## config.mk

```make
export PLATFORM = sky130hd
export DESIGN_NAME = regs
export DESIGN_NICKNAME = d
export VERILOG_FILES = /design/src/rtl/regs.sv
export SDC_FILE = /design/constraint.sdc
export NUM_CORES = 2
export LEC_CHECK = 0
export ABC_AREA = 0
export CAP_MARGIN = 20
export CORE_ASPECT_RATIO = 0.8
export CORE_MARGIN = 5
export CORE_UTILIZATION = 53
export DETAILED_ROUTE_END_ITERATION = 12
export DONT_BUFFER_PORTS = 1
export GPL_TIMING_DRIVEN = 0
export HOLD_SLACK_MARGIN = 0.08
export PLACE_DENSITY = 0.64
export SLEW_MARGIN = 10
export SYNTH_ARGS = -nofsm -noshare
export SYNTH_HDL_FRONTEND = slang
export SYNTH_SLANG_ARGS = --single-unit
```

## constraint.sdc

```tcl
create_clock -name clk_i -period 7.6 [get_ports clk_i]
set_clock_uncertainty 0.2 [all_clocks]
set_input_delay 1.14 -clock clk_i [delete_from_list [all_inputs] [get_ports clk_i]]
set_output_delay 1.14 -clock clk_i [all_outputs]
set_load 0.005 [all_outputs]
```

## src/rtl/regs.sv

```systemverilog
// Register file with 32 entries, two combinational read ports and one write port.
// Entry 0 is hardwired to zero. A read of the entry being written returns the new data.
module regs #(
  parameter int unsigned DATA_WIDTH  = 32,
  parameter int unsigned RADDR_WIDTH = 5
) (
  input  logic                   clk_i,
  input  logic                   rst_i,
  input  logic                   we_i,
  input  logic [RADDR_WIDTH-1:0] waddr_i,
  input  logic [DATA_WIDTH-1:0]  wdata_i,
  input  logic                   re1_i,
  input  logic [RADDR_WIDTH-1:0] raddr1_i,
  input  logic                   re2_i,
  input  logic [RADDR_WIDTH-1:0] raddr2_i,
  output logic [DATA_WIDTH-1:0]  rdata1_o,
  output logic [DATA_WIDTH-1:0]  rdata2_o,
  output logic [31:0]            wr_count_o
);

  localparam int unsigned Depth = 2 ** RADDR_WIDTH;

  logic [DATA_WIDTH-1:0] mem_q [Depth];
  logic [31:0]           wr_count_q;
  logic                  wr_accept;

  // Writes to entry 0 are dropped entirely, including the count.
  assign wr_accept = we_i && (waddr_i != '0);

  always_ff @(posedge clk_i) begin
    if (rst_i) begin
      for (int i = 0; i < Depth; i++) begin
        mem_q[i] <= '0;
      end
      wr_count_q <= '0;
    end else if (wr_accept) begin
      mem_q[waddr_i] <= wdata_i;
      wr_count_q     <= wr_count_q + 32'd1;
    end
  end

  function automatic logic [DATA_WIDTH-1:0] read_port(input logic                   re,
                                                      input logic [RADDR_WIDTH-1:0] raddr);
    logic [DATA_WIDTH-1:0] data;
    data = '0;
    if (rst_i || !re || (raddr == '0)) begin
      data = '0;
    end else if (wr_accept && (waddr_i == raddr)) begin
      data = wdata_i;
    end else begin
      data = mem_q[raddr];
    end
    return data;
  endfunction

  always_comb begin
    rdata1_o = read_port(re1_i, raddr1_i);
    rdata2_o = read_port(re2_i, raddr2_i);
  end

  assign wr_count_o = wr_count_q;

endmodule

```

== Word-level counts from Yosys, hierarchy flattened ==
Memory sizes are Yosys's and may differ from the RTL's.
Index checks and enable logic that the tools add are counted.
W data, S select, Z words.

* Muxes and demuxes: 12
* Multipliers: 0
* Divide/modulo/power cells: 0
* Equality and inequality tests: 2
* Reduce and logical (&&, ||, !) cells: 13
* Shift operators: 0
* $add $sub $neg: 1
* Bitwise logic cells: 0
* Magnitude comparators: 0

{| class="wikitable"
|+ Operators by type and width
! cell !! count
|-
| $mux W32 || 5
|-
| $add A32 B1 Y32 const B || 1
|-
| $reduce_or A32 Y1 || 1
|-
| $eq A5 B5 Y1 || 2
|-
| $logic_not A5 Y1 || 2
|-
| $mux W1 || 6
|-
| $mux W5 || 1
|-
| $reduce_bool A5 Y1 || 1
|-
| $logic_or A1 B1 Y1 || 4
|-
| $logic_and A1 B1 Y1 || 3
|-
| $logic_not A1 Y1 || 2
|}

* ROM bits: 0
* Register bits: 32
* Logic and storage cells: 30
* RAM bits: 1024
* Input port bits: 52
* Latch bits: 0
* Output and inout bits: 96
* Memories kept: 1

{| class="wikitable"
|+ Memory list
! memory !! words !! bits a word !! read ports !! clocked after memory_dff !! write ports !! RTL line !! text
|-
| mem_q || 32 || 32 || 2 || 0 || 32 || 23 || <nowiki>logic [DATA_WIDTH-1:0] mem_q [Depth];</nowiki>
|}

== Logic depth before layout (Yosys ltp) ==
* Depth in word-level cells: 7
* Mapped depth: 9
* Depth with buffers taken out: 5

== Worst setup path after synthesis ==
Ideal clock, no wire load.

* Path type: input to register
* Start: input waddr_i[3]
* End: memory mem_q[24][0], enable pin
* Buffers on the path: 3
* Cell stages on the path: 7
* Arrival time: 4.496 ns
* Required time: 6.934 ns
* Library setup time: 0.466 ns
* Path slack: 2.438 ns
* Cell sequence: buf_4 -> or3_1 -> buf_4 -> o31ai_4 -> or4_4 -> buf_6 -> o21ai_0

{| class="wikitable"
|+ RTL lines
! element !! RTL line !! text
|-
| from (decl) || 10 || <nowiki>input logic [RADDR_WIDTH-1:0] waddr_i,</nowiki>
|-
| to (decl) || 23 ||
|}

== Worst setup path in the final report ==
* Start: input raddr2_i[2]
* End: output rdata2_o[12]

* Longest elaborated chain between the ends: 4
* Elaborated cells on any way between the ends: 7
* Classes of those cells: eq/ne: 1; mux: 2; reduce/logical: 3; memory: 1

{| class="wikitable"
|+ Ends and longest elaborated chain
! element !! RTL line !! text
|-
| from (decl) || 15 || <nowiki>input logic [RADDR_WIDTH-1:0] raddr2_i,</nowiki>
|-
| parallel branches: the longest is 3 deep, another holds $mem_v2 Z32 W32 || -- ||
|-
| $mux W32 * || 46 || <nowiki>if (rst_i || !re || (raddr == '0)) begin</nowiki>
|-
| to (decl) || 17 || <nowiki>output logic [DATA_WIDTH-1:0] rdata2_o,</nowiki>
|}

Every way passes the cells marked *.

==> results.py <==
metrics = {
    "clock_network": {
        "cts_buffers": 111,
        "clockRootBuffer": "clkbuf_16",
        "ctsResizeCount": 0,
        "cts_setup_buffers": 0,
        "cts_buffer_depth": 3,
        "insertion_delay_ns": 0.73,
        "cts_tree": "done",
        "htreeDepth": 3,
        "cts.sinks": 1056,
        "cts_hold_buf": 0,
        "clk_pin_slew_ns": 0.06,
    },
    "critical_path": {
        "crit_path_top_delay_cell": "o41ai_2",
        "crit_path_frequent_cell": "buf_2",
        "cp_max_fo": 10,
        "crit_start": "raddr2_i[2]",
        "r2r-start": "wr_count_o[10]",
        "cp-endpoint": "rdata2_o[12]",
        "critPathArrivalTime_ns": 5.15,
        "r2r_cells": 6,
        "required_ns": 6.26,
        "r2r_slack_ns": 5.23,
        "worstReg2RegEnd": "wr_count_o[23]",
        "cp_cell_sequence": "buf_2, buf_2, clkbuf_1, nand3b_1, o22ai_1, o41ai_2",
        "cp-end-kind": "output pin",
        "critPathMaxStageDelay_ns": 1.15,
        "critPathKind": "in -> out",
        "cp-start-kind": "input pin",
    },
    "die": {
        "num_io_pins": 148,
        "start_util": 0.536,
        "core_um2": 105000,
        "die_y_um": 301,
        "dieWidth_um": 374,
        "floorplan.rows": 106,
        "dieArea_um2": 113000,
    },
    "route": {
        "wirelength_um": 227000,
        "drtIter0Drc": 7072,
        "num_vias": 39252,
        "drt_first_pass_iters": 6,
        "antenna_left": 0,
        "avgViaCountPerCell": 7.07,
        "wl_per_cell_um": 41.0,
        "drc": 0,
    },
    "logic_synthesis": {
        "avgSynthCellArea_um2": 14.6,
        "syn_inst": 3852,
        "ys.flop_type": "edfxtp_1",
        "seq_area_frac_synth": 0.558,
        "syn-cell-area_um2": 56300,
        "synth_edf_count": 1024,
        "synth_seq_cells": 1056,
        "synth-async-reset-ratio": 0,
        "ys_warn_count": 0,
        "synth.distinct_cells": 54,
    },
    "power_and_ir_drop": {
        "vdd_drop_max_v": 0.000183,
        "intPower_uw": 10600,
        "p_leak_uw": 0.0218,
        "pwr-share-clk": 0.395,
        "p_comb_frac": 0.126,
        "switching_share": 0.258,
        "power.total_uw": 14300,
        "pwr_density_cell_nw_per_um2": 226,
        "seq_power_share": 0.479,
        "p_switching_uw": 3690,
    },
    "cells_and_area": {
        "final_util": 0.604,
        "multi_input_area_um2": 23500,
        "stdcell_count": 5548,
        "regArea_um2": 31400,
        "drive_gt1_frac": 0.210,
        "syn_to_final_growth_pct": 12.6,
        "nNetsFinal": 4108,
        "fin_area_um2": 63400,
        "layout_common_cells": "edfxtp_1 (1024), and2_1 (995), mux4_2 (446)",
        "final_common_cell": "edfxtp_1",
        "fillCellCount": 8064,
    },
    "sta": {
        "slew_headroom": 0.139,
        "fmax_ghz": 0.154,
        "fin_crit_sh": 0.854,
        "period_minus_slack_ns": 6.49,
        "setup_slack_ns": 1.11,
        "report.final.slew_viol_count": 0,
        "setup_viol_count_final": 0,
        "worst-slew-pin-transition_ns": 1.28,
        "rsz0062_at_grt": "no",
        "hold_viol_final": 0,
    },
    "global_route": {
        "antenna_found_initial": 10,
        "track_usage": 0.399,
        "grt_max_degree": 33,
        "grt_pass1_vias": 37937,
        "overflow": 0,
        "grt_pass1_wl_um": 307000,
    },
    "min_path": {
        "hold_class": "reg -> reg",
        "worst_hold_path.num_cells": 2,
    },
    "placed_design": {
        "hpwl_um": 166000,
        "pre_cts_slack_ns": 1.56,
        "dp.cells": 5335,
        "dpl-instance-area_um2": 59600,
        "port_buffers": 0,
        "globalplace.congestion": 1.05,
    },
    "outcome": {
        "status": "complete, no violations",
    },
    "flow_run": {
        "maxCapViolations": 0,
    },
}
[how the worst min path moves through the flow]
stage                   startpoint        endpoint  slack [ns]
floorplan           wr_count_o[31]  wr_count_o[31]        0.27
global placement    wr_count_o[31]  wr_count_o[31]        0.30
detailed placement  wr_count_o[31]  wr_count_o[31]        0.30
CTS                 wr_count_o[31]  wr_count_o[31]        0.31
global route        wr_count_o[31]  wr_count_o[31]        0.33
finish              wr_count_o[31]  wr_count_o[31]        0.31
[through the flow]
step,TNS (ns),hold WS (ns)
floorplan,0,0.274
global placement,-281.64,0.297
detailed placement,0,0.305
CTS,0,0.313
global route,0,0.333
finish,0,0.310
[final cells by class]
| cell class | instances | share of cell area |
|---|---|---|
| clock inverter | 69 | 0.0116 |
| tap | 1404 | 0.0277 |
| inverter | 7 | 0.000415 |
| antenna | 4 | 0.000158 |
| clock buffer | 129 | 0.0456 |
| multi-input combinational | 2408 | 0.372 |
| sequential | 1056 | 0.495 |
| timing repair buffer | 59 | 0.0192 |
| buffer | 412 | 0.0282 |
[kinds of logic after synthesis]
kind of cell    count (synthesis)  synth area share
buf+inv                       419            0.0321
flops                        1056             0.558
fa+ha+maj                       1          0.000222
other cells                     1         0.0000667
xor+xnor                       26           0.00405
mux                           684             0.221
simple gates                 1225             0.131
compound gates                440            0.0534
[worst max-delay path, delay by kind of cell]
| kind | cells | cell delay [ns] |
|---|---|---|
| buffers and inverters | 3 | 1.73 |
| AND/OR/NAND/NOR | 1 | 0.75 |
| AO/OA/AOI/OAI | 2 | 1.50 |
[routing by layer]
layer / GRT usage / share of wire / vias to the layer above
met2: 0.536 / 0.40 / 3482
met1: 0.534 / 0.36 / 19833
li1: - / - / 15263
met3: 0.174 / 0.16 / 666
met4: 0.248 / 0.080 / 8
met5: 0 / 0.00026 / -
[synthesized netlist by cell type, drive strengths merged (15+ instances only)]
master	number	area, um^2
a211oi	42	315
a21oi	59	295
a22o	51	447
a22oi	44	330
a31oi	42	263
and2	995	6220
buf	141	762
clkbuf	271	1020
dfxtp	32	641
edfxtp	1024	30700
mux2i	224	2240
mux4	446	10000
nand2	53	199
nand3	22	110
nor2	67	256
nor3	15	75.1
o21ai	50	250
o22ai	106	663
or3	16	100
xnor2	22	193
[power by group through the flow]
stage	Combinational [uW]	Sequential [uW]	Clock (uW)
after CTS	1730	6840	5610
after global placement	1620	6990	0
after global routing	1810	6880	5860
after detailed placement	1720	6960	0
after floorplan	1000	6920	0
final	1800	6850	5650
[state kept, by name (all words and copies together) (netlist names)]
name	count
wr_count_o	32
mem_q	1024
Note: power is estimated with default switching activity, not from simulation.
